$ cat config.mk
export PLATFORM = sky130hd
export DESIGN_NAME = mem_arbiter
export DESIGN_NICKNAME = d
export VERILOG_FILES = /design/src/rtl/mem_arbiter.sv
export SDC_FILE = /design/constraint.sdc
export NUM_CORES = 1
export LEC_CHECK = 0
export CAP_MARGIN = 10
export CELL_PAD_IN_SITES_DETAIL_PLACEMENT = 0
export CELL_PAD_IN_SITES_GLOBAL_PLACEMENT = 1
export CORE_MARGIN = 2
export CORE_UTILIZATION = 12
export DETAILED_ROUTE_END_ITERATION = 6
export PLACE_DENSITY_LB_ADDON = 0.3
export SLEW_MARGIN = 40
export SYNTH_ARGS = -nofsm -noshare
export SYNTH_HDL_FRONTEND = slang
export SYNTH_SLANG_ARGS = --single-unit
$ cat constraint.sdc
create_clock -name clk -period 2.12 [get_ports clk]
set_input_delay 0.424 -clock clk [delete_from_list [all_inputs] [get_ports clk]]
set_output_delay 0.424 -clock clk [all_outputs]
set_load 0.02 [all_outputs]
$ cat src/rtl/mem_arbiter.sv
`timescale 1ns/1ps
// -----------------------------------------------------------------------------
// mem_arbiter
//
// Two-master arbiter in front of a single-ported data RAM. Master 0 is the CPU
// data port and master 1 is the loader/DMA port. A request is granted
// combinationally in the cycle it is presented. The winner's fields are driven
// onto the RAM port in that same cycle. Load data returns one cycle later, and
// a one-entry read tag steers it back to the master that issued the load.
//
// Arbitration:
//   - From idle, a lone requester wins.
//   - From idle with both requesting, the master not served last wins.
//     Master 0 wins the first tie after reset.
//   - While one master owns the port, it keeps winning for up to BURST_MAX
//     consecutive grants while the other master also requests. It then hands
//     the port to the other master.
//
// Parameters:
//   BURST_MAX    max consecutive grants to one master while the other
//                requests (1..15)
//
// Optional feature (compile-time macro):
//   MEM_ARB_MISALIGN_EN  When defined, a misaligned half or word request is
//                        granted and flagged with mX_err for one cycle. It
//                        does not access the RAM and counts as a grant for
//                        arbitration. When undefined, misaligned requests go
//                        to the RAM unchanged and mX_err is tied to 0.
//
// Ports:
//   clk, reset                  clock (rising edge), async active-low reset
//   mX_req/we/uen/size/addr/wdata   request from master X (held until gnt)
//   mX_gnt                      request accepted this cycle
//   mX_rvalid, mX_rdata         load response, one cycle after the grant
//   mX_err                      request rejected as misaligned
//   ram_w_en/u_en/addr/size/d_in    RAM data-port command
//   ram_d_out                   registered RAM read data
// -----------------------------------------------------------------------------
module mem_arbiter #(
    parameter int unsigned BURST_MAX = 4
) (
    input  logic        clk,
    input  logic        reset,

    input  logic        m0_req,
    input  logic        m0_we,
    input  logic        m0_uen,
    input  logic [1:0]  m0_size,
    input  logic [13:0] m0_addr,
    input  logic [31:0] m0_wdata,
    output logic        m0_gnt,
    output logic        m0_rvalid,
    output logic [31:0] m0_rdata,
    output logic        m0_err,

    input  logic        m1_req,
    input  logic        m1_we,
    input  logic        m1_uen,
    input  logic [1:0]  m1_size,
    input  logic [13:0] m1_addr,
    input  logic [31:0] m1_wdata,
    output logic        m1_gnt,
    output logic        m1_rvalid,
    output logic [31:0] m1_rdata,
    output logic        m1_err,

    output logic        ram_w_en,
    output logic        ram_u_en,
    output logic [13:0] ram_addr,
    output logic [1:0]  ram_size,
    output logic [31:0] ram_d_in,
    input  logic [31:0] ram_d_out
);

    typedef enum logic [1:0] {
        IDLE = 2'd0,
        OWN0 = 2'd1,
        OWN1 = 2'd2
    } state_t;

    localparam logic [3:0] BURST_CAP = 4'(BURST_MAX);

    state_t      r_state;
    state_t      w_state_nxt;
    logic [3:0]  r_cnt;
    logic [3:0]  w_cnt_nxt;
    logic [3:0]  w_cnt_sat;
    logic        r_last;        // 1: master 1 was served last
    logic        w_last_nxt;
    logic        r_tag_vld;     // a load was issued last cycle
    logic        r_tag_id;      // issuer of that load
    logic        w_gnt0;
    logic        w_gnt1;
    logic        w_live0;
    logic        w_live1;
    logic        w_err0;
    logic        w_err1;
    logic        w_issue;

    assign w_cnt_sat = (r_cnt < BURST_CAP) ? r_cnt + 4'd1 : BURST_CAP;

    // Arbitration and next-state.
    always_comb begin
        // NOTE: every signal driven here gets a default first, so no path through the block can infer a latch.
        w_gnt0      = 1'b0;
        w_gnt1      = 1'b0;
        w_state_nxt = IDLE;
        w_cnt_nxt   = 4'd0;
        w_last_nxt  = r_last;

        case (r_state)
            OWN0: begin
                if (m0_req && (!m1_req || r_cnt < BURST_CAP)) w_gnt0 = 1'b1;
                else if (m1_req)                              w_gnt1 = 1'b1;
            end
            OWN1: begin
                if (m1_req && (!m0_req || r_cnt < BURST_CAP)) w_gnt1 = 1'b1;
                else if (m0_req)                              w_gnt0 = 1'b1;
            end
            default: begin
                // Idle tie goes to the master that was not served last.
                if (m0_req && m1_req) begin
                    w_gnt0 = r_last;
                    w_gnt1 = !r_last;
                end else begin
                    w_gnt0 = m0_req;
                    w_gnt1 = m1_req;
                end
            end
        endcase

        // A run continues only when the owner wins again; any hand-over restarts it at 1.
        if (w_gnt0) begin
            w_state_nxt = OWN0;
            w_last_nxt  = 1'b0;
            w_cnt_nxt   = (r_state == OWN0) ? w_cnt_sat : 4'd1;
        end else if (w_gnt1) begin
            w_state_nxt = OWN1;
            w_last_nxt  = 1'b1;
            w_cnt_nxt   = (r_state == OWN1) ? w_cnt_sat : 4'd1;
        end
    end

    // Reset forces grants low at once, even while a master is requesting.
    assign w_live0 = w_gnt0 & reset;
    assign w_live1 = w_gnt1 & reset;

`ifdef MEM_ARB_MISALIGN_EN
    function automatic logic misaligned(input logic [1:0] size, input logic [1:0] lo);
        return ((size == 2'b01) && lo[0]) || ((size == 2'b10) && (lo != 2'b00));
    endfunction

    assign w_err0 = w_live0 & misaligned(m0_size, m0_addr[1:0]);
    assign w_err1 = w_live1 & misaligned(m1_size, m1_addr[1:0]);
`else
    assign w_err0 = 1'b0;
    assign w_err1 = 1'b0;
`endif

    // A rejected request still counts as a grant but never reaches the RAM.
    assign w_issue = (w_live0 & ~w_err0) | (w_live1 & ~w_err1);

    always_comb begin
        ram_w_en = 1'b0;
        ram_u_en = 1'b0;
        ram_addr = '0;
        ram_size = '0;
        ram_d_in = '0;
        if (w_issue) begin
            if (w_live1) begin
                ram_w_en = m1_we;
                ram_u_en = m1_uen;
                ram_addr = m1_addr;
                ram_size = m1_size;
                ram_d_in = m1_wdata;
            end else begin
                ram_w_en = m0_we;
                ram_u_en = m0_uen;
                ram_addr = m0_addr;
                ram_size = m0_size;
                ram_d_in = m0_wdata;
            end
        end
    end

    always_ff @(posedge clk or negedge reset) begin
        if (!reset) begin
            r_state   <= IDLE;
            r_cnt     <= 4'd0;
            r_last    <= 1'b1;
            r_tag_vld <= 1'b0;
            r_tag_id  <= 1'b0;
        end else begin
            // NOTE: state registers use non-blocking assignments so every flop samples pre-edge values.
            r_state   <= w_state_nxt;
            r_cnt     <= w_cnt_nxt;
            r_last    <= w_last_nxt;
            r_tag_vld <= w_issue & ~ram_w_en;
            r_tag_id  <= w_live1;
        end
    end

    assign m0_gnt    = w_live0;
    assign m1_gnt    = w_live1;
    assign m0_err    = w_err0;
    assign m1_err    = w_err1;
    assign m0_rvalid = r_tag_vld & ~r_tag_id;
    assign m1_rvalid = r_tag_vld &  r_tag_id;
    assign m0_rdata  = m0_rvalid ? ram_d_out : 32'd0;
    assign m1_rdata  = m1_rvalid ? ram_d_out : 32'd0;

endmodule

==> results.md, run 1 <==
Outcome:
- The flow ran to the end, but the final reports show violations.
- The checks that failed: negative setup slack.

Place:
- Once placement completed, the tool counted placed cells totaling 626.
- Detailed placement ended at an HPWL of 8048 µm.
- The quantity of I/O buffers inserted on ports is 253.
- The weighted congestion at the end of routability-driven global placement is 0.7511.
- The post-detailed-placement cell area is 4905 µm².

Critical path:
- For the worst setup path, the data required time is 1700 ps.
- The worst setup path is launched from a register.
- The type of the setup path with the least slack is register to primary output.
- The logic depth of the worst register-to-register path is 8.
- STA classifies the critical path endpoint as a primary output.
- STA puts the critical path data arrival time at 2340 ps.
- The maximum fanout along the worst path is 5.

Synth:
- The number of different library cells used by synthesis comes to 34.
- The most common cell in the netlist is sky130_fd_sc_hd__a22o_1.
- A synthesized cell averages 8.191 µm².
- Summing the areas of all and, or, nand and nor instances in the mapped netlist gives 32.62% of the synthesized area.
- The area of the mapped netlist is 1573 µm².
- The parity-gate share of the synthesized area counting xor and xnor cells is 0%.
- Synthesis inferred 9 register bits.
- The sequential fraction of the synthesis area is 14.40%.
- The adder-cell share of the synthesized area is 2.387%.
- The area share of the largest cell type after synthesis is 28.40%.
- The fraction of the mapped netlist area in compound gates is 37.95%.
- Sorting the synthesized cells by area gives the leading types as sky130_fd_sc_hd__a22o_1 (28%), sky130_fd_sc_hd__and2_1 (14%), sky130_fd_sc_hd__and3_1 (13%), sky130_fd_sc_hd__dfrtp_1 (13%), sky130_fd_sc_hd__buf_6 (5.0%).
- The count of flip-flops with a built-in enable after synthesis is 0.
- In the synthesized netlist, the number of instances is 192.
- In the synthesized netlist, mux cells make up 0.6364% of the area.
- By count the netlist is led by sky130_fd_sc_hd__a22o_1 (51), sky130_fd_sc_hd__and2_1 (35), sky130_fd_sc_hd__and3_1 (33).
- The main flop type after synthesis is sky130_fd_sc_hd__dfrtp_1.
- The async set-reset flop share out of synthesis is 100.0%.
- During synthesis, Yosys emitted a total of 0 warnings.
- After synthesis, the largest family of logic cells by area is compound AO/OA/AOI/OAI gates.
- The most area-hungry cell type in the Yosys netlist is sky130_fd_sc_hd__a22o_1.

Timing:
- Setup repair after global routing could not meet its margin everywhere.
- Across all hold checks on the routed design, the worst slack comes to 545.6 ps.
- The count of final setup violators is 52.
- The minimum setup slack in the final design is -639.2 ps.
- The share of the clock period used by the worst path is 130.1%.
- The number of slew-limit violations in the final report was 0.
- For the final database, setup skew stands at 0.4142 ps.
- The total negative setup slack is -29,430 ps.
- Based on the critical path, the design can be clocked at up to 0.3624 GHz.
- The hold violation count in the final report is 0.
- The final period demand of the worst path is 2759 ps.

Clock network:
- Clock-pin slew was measured on the worst setup and hold paths at 40 ps.
- The number of clock sinks is 9.
- The number of clock buffers inserted by TritonCTS is 3.
- Clock latency on the worst-skew pair, taken at its later pin, is 240 ps.
- TritonCTS built the clock tree.
- The deepest level of the CTS H-tree is 1.
- The longest clock path from root to sink contains 2 buffers.
- The master cell of the clock root buffer is sky130_fd_sc_hd__clkbuf_16.

Global routing:
- The overall track demand over capacity in global routing is 13.29%.
- The initial antenna violation count is 0.
- The first global-routing pass estimated 15,030 µm of wire.
- The number of global-route vias before repair is 2,800.
- The total overflow reported by the global router is 0.
- Entering global routing, the biggest net connects 34 pins.

Worst hold path:
- The kind of path behind the tightest hold check is register to register.
- Along the worst hold path, the cell count comes to 2.

Layout:
- After the flow finishes, the layout carries non-filler instances totaling 646.
- At the end of the flow, the number of nets in the layout was 614.
- The number of antenna diodes in the final layout is 0.
- Counting the fill cells in the layout gives 1,298.
- The final design instance area without fill is 5348 µm².
- Relative to the synthesized area, the layout overhead comes to 240.0%.
- The share of layout cells above drive strength 1 is 35.02%.

Power and ir drop:
- Dividing total power by cell area gives a power density of 798.1 nW/µm².
- The total leakage power is 0.002744 µW.
- The maximum vdd drop is 0.4055 mV.

Flow run:
- The number of max-capacitance violations reported is 0.

Routing:
- After detailed routing, the number of vias per cell comes to 4.172.
- The iteration-0 DRC count of the detailed router is 25.
- Summed over all layers, the routed wires come to 10,030 µm.
- Dividing the detail-routed wire length by the instance count gives 15.52 µm.
- The detailed route wirelength on metal2 is 5464 µm.
- Summing over every cut layer, the via total after detailed routing is 2,695.
- The pre-antenna-repair detailed-routing pass consisted of 4 iterations.
- After detailed routing, the wire length on met1 is 3179 µm.
- The number of remaining DRC errors is 0.
- In this run the top signal layer used is met4.
- The final antenna-violating net count is 0.
- After detailed routing, the met3 layer carries 1298 µm of wire.

Floorplan:
- The total I/O pin count is 256.
- The die span in y is 118.5 µm.
- The total core area is 12,720 µm².
- In this run the core area contains 41 standard-cell rows.
- The initial cell density of the core is 12.36%.
- Measured along the x axis, the die boundary spans 118.5 µm.
- The die area is 14,040 µm².
report_power, final:
part | total, µW | switching, µW | internal, µW
combinational | 3660 | 1600 | 2060
sequential | 271 | 38.5 | 233
clock | 335 | 86.0 | 249
cell usage in the layout, fill, tap and decap left out, types with 4 or more instances in the layout:
cell / netlist / layout
sky130_fd_sc_hd__and2_1: 35 / 34
sky130_fd_sc_hd__buf_16: 0 / 4
sky130_fd_sc_hd__a21oi_1: 5 / 4
sky130_fd_sc_hd__buf_6: 7 / 57
sky130_fd_sc_hd__inv_1: 5 / 4
sky130_fd_sc_hd__dlygate4sd2_1: 0 / 33
sky130_fd_sc_hd__nand2_1: 4 / 4
sky130_fd_sc_hd__buf_12: 0 / 6
sky130_fd_sc_hd__dlymetal6s2s_1: 0 / 10
sky130_fd_sc_hd__clkdlybuf4s50_1: 0 / 158
sky130_fd_sc_hd__a22o_4: 0 / 49
sky130_fd_sc_hd__and3_1: 33 / 32
sky130_fd_sc_hd__buf_4: 6 / 27
sky130_fd_sc_hd__dfrtp_1: 8 / 8
per-layer routing:
metal  vias up  global-route usage, %
met5         -                      0
met4         0                  2.455
met3         7                  5.743
met2       167                  27.06
met1      1228                  12.03
li1       1293                      -
stage by stage:
| stage | util, % | worst slack [ps] | power [µW] |
|---|---|---|---|
| 5_1_grt | 42.03 | -736.1 | 4509 |
| 2_1_floorplan | - | -247.7 | 2105 |
| 6_report | 42.03 | -639.2 | 4268 |
| 4_1_cts | 41.37 | -686.8 | 4260 |
| 3_3_place_gp | 38.55 | -1077 | 3499 |
| 3_5_place_dp | 38.55 | -1117 | 3514 |
critical path: stages, from the launching register on:
cell and delay [ps]:
sky130_fd_sc_hd__dfrtp_1 400, sky130_fd_sc_hd__ha_4 250, sky130_fd_sc_hd__and2b_4 310, sky130_fd_sc_hd__a32oi_4 140
sky130_fd_sc_hd__a221oi_4 340, sky130_fd_sc_hd__buf_6 170, sky130_fd_sc_hd__buf_12 120, sky130_fd_sc_hd__buf_6 90
sky130_fd_sc_hd__a22o_1 140, sky130_fd_sc_hd__buf_6 130
what timing repair did:
| action | in CTS | in global routing |
|---|---|---|
| gates cloned | 5 | 0 |
| hold buffers | 0 | 0 |
| pin swaps | 6 | 5 |
| setup endpoints to repair | 85 | 75 |
| resized for setup | 355 | 27 |
| buffers inserted | 8 | 7 |
worst paths after layout:
check,from,endpoint,slack [ps]
setup / recovery,r_state[1]$_DFF_PN0_,ram_u_en,-640
setup reg to reg,r_state[1]$_DFF_PN0_,r_tag_vld$_DFF_PN0_,120
max in group asynchronous,reset,r_last$_DFFE_PN1P_,1270
hold / removal,r_last$_DFFE_PN1P_,r_last$_DFFE_PN1P_,550
hold reg to reg,r_last$_DFFE_PN1P_,r_last$_DFFE_PN1P_,550
min in group asynchronous,reset,r_cnt[0]$_DFF_PN0_,630
state kept, by name, summed over array words and instances (netlist names):
name and count:
r_tag_vld 1, r_tag_id 1, r_state 2, r_last 1, r_cnt 4
final cells by class:
class	instances	area, µm²	share of cell area (%)
multi-input combinational	156	1655	30.95
inverter	6	22.52	0.4212
sequential	9	226.5	4.235
tap	172	215.2	4.024
clock buffer	3	75.07	1.404
timing repair buffer	299	3148	58.87
clock inverter	1	5.005	0.09359
kinds of logic (layout without fill, tap and decap cells):
| family | count (synthesis) | in the layout |
|---|---|---|
| AND/OR/NAND/NOR | 83 | 83 |
| adder cells (fa/ha/maj) | 3 | 3 |
| multiplexers | 1 | 1 |
| buffers and inverters | 29 | 309 |
| flip-flops | 9 | 9 |
| other | 1 | 3 |
| AO/OA/AOI/OAI | 66 | 66 |
Power figures use the tool's default switching activity.
==> run 2: changes to the inputs <==
CORE_UTILIZATION = 14   (was 12)
GPL_ROUTABILITY_DRIVEN = 0   (was unset)
clock period = 3.3 ns   (was 2.12 ns; I/O delays follow)
==> results.md, run 2 (same netlist as run 1, synthesis figures left out) <==
Timing:
- The hold violation count in the final report came to 0 (unchanged).
- The total negative setup slack came to 0 ps (was -29,430 ps).
- The final clock skew is 1.945 ps (was 0.4142 ps).
- The number of slew-limit violations in the final report is 0 (unchanged).
- Based on the critical path, the design can be clocked at up to 0.3156 GHz.
- Setup repair after global routing missed its margin: false (was true).
- The clock period could shrink to 3169 ps.
- The count of final setup violators is 0 (was 52).
- The share of the clock period used by the worst path is 96.03%.

Power and ir drop:
- The power density over cell area is 461.5 nW/µm² (was 798.1 nW/µm²).
- The maximum vdd drop is 0.2052 mV (was 0.4055 mV).
- The total leakage power was 0.001909 µW (was 0.002744 µW).

Clock network:
- The quantity of hold-fixing buffers added after cts was 0 (unchanged).
- The maximum number of buffers from clock root to sink was 2 (unchanged).
- The master cell of the clock root buffer is sky130_fd_sc_hd__clkbuf_8 (was sky130_fd_sc_hd__clkbuf_16).
- The number of clock sinks is 9 (unchanged).
- The post-CTS clock slew at the launch and capture registers of the worst setup and hold paths is 40 ps (about the same).
- The number of clock buffers inserted by TritonCTS is 3 (unchanged).
- The deepest level of the CTS H-tree came to 1 (unchanged).
- The TritonCTS clock tree is yes (unchanged).
- The clock network latency to the later pin of the worst-skew pair is 230 ps (was 240 ps).

Global routing:
- The initial antenna violation count is 0 (unchanged).
- The total overflow reported by the global router was 0 (unchanged).
- The first-pass GRT wire length is 11,920 µm (was 15,030 µm).
- The overall track demand over capacity in global routing is 12.61% (was 13.29%).
- The number of global-route vias before repair came to 2,392 (was 2,800).
- The pin count of the biggest net entering global routing is 40 (was 34).

Routing:
- The vias per cell came to 4.294 (was 4.172).
- The via total after detailed routing is 2,538 (was 2,695).
- The iteration-0 DRC count of the detailed router is 93 (was 25).
- The number of remaining DRC errors is 0 (unchanged).
- The final antenna-violating net count came to 0 (unchanged).
- The mean routed wirelength per cell was 15.39 µm (was 15.52 µm).
- The detailed-route wire length was 9096 µm (was 10,030 µm).
- The detailed-routing iteration count for the pre-antenna-repair pass came to 4 (unchanged).

Worst hold path:
- The worst hold path startpoint is r_last$_DFFE_PN1P_ (unchanged).
- The kind of path behind the tightest hold check is register to register (unchanged).
- The number of cells on the worst hold path is 2 (unchanged).
- The endpoint with the worst hold slack is r_last$_DFFE_PN1P_ (unchanged).

Floorplan:
- The total I/O pin count is 256 (unchanged).
- The number of core rows came to 38 (was 41).
- The total core area came to 10,890 µm² (was 12,720 µm²).
- The die area is 12,100 µm² (was 14,040 µm²).
- The width of the die was 110.0 µm (was 118.5 µm).
- The initial cell density of the core is 14.44% (was 12.36%).
- The die span in y is 110.0 µm (was 118.5 µm).

Critical path:
- The launch point of the worst path is m0_req (was r_state[1]$_DFF_PN0_).
- The worst stage delay on the critical path is 490 ps (was 400 ps).
- The setup slack of the worst register-to-register path came to 1250 ps (was 120 ps).
- The cell count along the critical path is 8 (was 9).
- The largest delay contributor family on the critical path is buffers and inverters (was compound AO/OA/AOI/OAI gates).
- The critical path data arrival time came to 2510 ps (was 2340 ps).
- The maximum fanout along the worst path is 12 (was 5).
- The launching point of the worst reg2reg path is r_state[0]$_DFF_PN0_ (was r_state[1]$_DFF_PN0_).
- The total buffers and inverters traversed by the critical path is 4 (unchanged).
- The type of the setup path with the least slack is primary input to primary output (was register to primary output).
- The required time at the endpoint of the critical path is 2640 ps (was 1700 ps).
- The element type at the critical path end was a primary output (unchanged).
- The logic depth of the worst register-to-register path was 8 (unchanged).
- The highest-delay cell along the critical path is sky130_fd_sc_hd__clkdlybuf4s50_1 (was sky130_fd_sc_hd__dfrtp_1).
- Ordered cell list for the critical path: clkdlybuf4s50_1 -> and2b_2 -> a32oi_2 -> a221oi_4 -> buf_6 -> clkbuf_16 -> a22o_1 -> buf_2 (was ha_4 -> and2b_4 -> a32oi_4 -> a221oi_4 -> buf_6 -> buf_12 -> buf_6 -> a22o_1 -> buf_6).
- The type of origin of the critical path is a primary input (was register).
- The end of the worst register-to-register path is r_tag_vld$_DFF_PN0_ (unchanged).

Place:
- The post-detailed-placement cell area is 4277 µm² (was 4905 µm²).
- The quantity of I/O buffers inserted on ports was 253 (unchanged).
- The total half-perimeter wirelength after legalization and detailed placement came to 7212 µm (was 8048 µm).
- The number of placed cells counting well taps is 581 (was 626).

Layout:
- The largest register by flop count is r_cnt (unchanged).
- The area overhead of the layout relative to synthesis is 166.0% (was 240.0%).
- The flip-flop count of the largest register after layout is 4 (unchanged).
- The number of nets in the layout came to 591 (was 614).
- The final design instance area without fill is 4183 µm² (was 5348 µm²).
- The share of layout cells above drive strength 1 came to 18.85% (was 35.02%).
- The final cell count without fillers is 591 (was 646).
- Highest-count cells in the layout ignoring fill and taps: sky130_fd_sc_hd__clkdlybuf4s50_1 (202), sky130_fd_sc_hd__a22o_1 (51), sky130_fd_sc_hd__buf_2 (49) (was sky130_fd_sc_hd__clkdlybuf4s50_1 (158), sky130_fd_sc_hd__buf_6 (57), sky130_fd_sc_hd__a22o_4 (49)).
- The number of antenna diodes came to 0 (unchanged).
- The most frequent standard cell in the layout excluding fill and tap cells is sky130_fd_sc_hd__clkdlybuf4s50_1 (unchanged).
- Biggest regs: r_cnt: 4 flops, r_state: 2 flops (unchanged).

Outcome:
- Result of the run: completed (was finished with violations).

Flow run:
- The number of max-capacitance violations reported is 0 (unchanged).
## run 2: cell count changes in the layout (fill, tap and decap cells not counted), moves of 4 or more
cell	before	now
sky130_fd_sc_hd__a22o_1	2	51
sky130_fd_sc_hd__a22o_4	49	0
sky130_fd_sc_hd__buf_12	6	2
sky130_fd_sc_hd__buf_2	0	49
sky130_fd_sc_hd__buf_4	27	17
sky130_fd_sc_hd__buf_6	57	2
sky130_fd_sc_hd__clkdlybuf4s50_1	158	202
sky130_fd_sc_hd__dlygate4sd2_1	33	1
sky130_fd_sc_hd__dlymetal6s2s_1	10	0
## run 2: area by class of cell
class	instances	area [µm²]
clock buffer	4	45.04
timing repair buffer	276	2544
multi-input combinational	156	1170
tap	140	175.2
fill	1232	6705
inverter	6	22.52
sequential	9	226.5
## run 2: worst max-delay path by stage
stage	slack, ps	endpoint
final	130	ram_addr[11]
after global routing	6	ram_addr[10]
after CTS	10	ram_d_in[10]
after detailed placement	-370	ram_d_in[13]
after global placement	-310	ram_d_in[13]
after floorplan	680	ram_addr[0]
## run 2: repair_timing
action / 4_1_cts / 5_1_grt
pin swaps: 1 / 1
gates resized for setup: 149 / 52
buffers inserted: 3 / 0
hold endpoints to repair: 0 / 0
gates cloned: 1 / 2
endpoints found under the setup margin: 50 / 49
## run 2: power breakdown
part / switching [µW] / internal, µW
clock: 41.5 / 84.0
combinational: 851 / 777
sequential: 27.1 / 149
total: 920 / 1010
## run 2: layer usage
metal,wire length [µm],up-vias,track usage (%)
li1,-,1245,-
met1,3165,1127,12.37
met2,4673,161,24.76
met3,1203,5,5.173
met4,53,0,2.170
met5,0,-,0
## run 2: stage by stage
stage	util [%]	hold WS [ps]	power [µW]	setup WS [ps]
final	38.42	534.0	1930	131.1
after global placement	39.28	531.5	1890	-314.4
after global routing	38.42	573.5	2068	6.360
after CTS	40.70	533.3	2023	10.58
after detailed placement	39.28	523.8	1894	-371.7
after floorplan	-	364.4	1099	675.7
## run 2: worst reg2reg max path, cell delays in order, from the launching register on
cell and delay (ps):
sky130_fd_sc_hd__dfrtp_1 350, sky130_fd_sc_hd__inv_1 50, sky130_fd_sc_hd__ha_1 320, sky130_fd_sc_hd__and2b_2 300, sky130_fd_sc_hd__a32oi_2 160, sky130_fd_sc_hd__a221oi_4 340
sky130_fd_sc_hd__buf_6 170, sky130_fd_sc_hd__clkbuf_16 170, sky130_fd_sc_hd__a22o_1 140
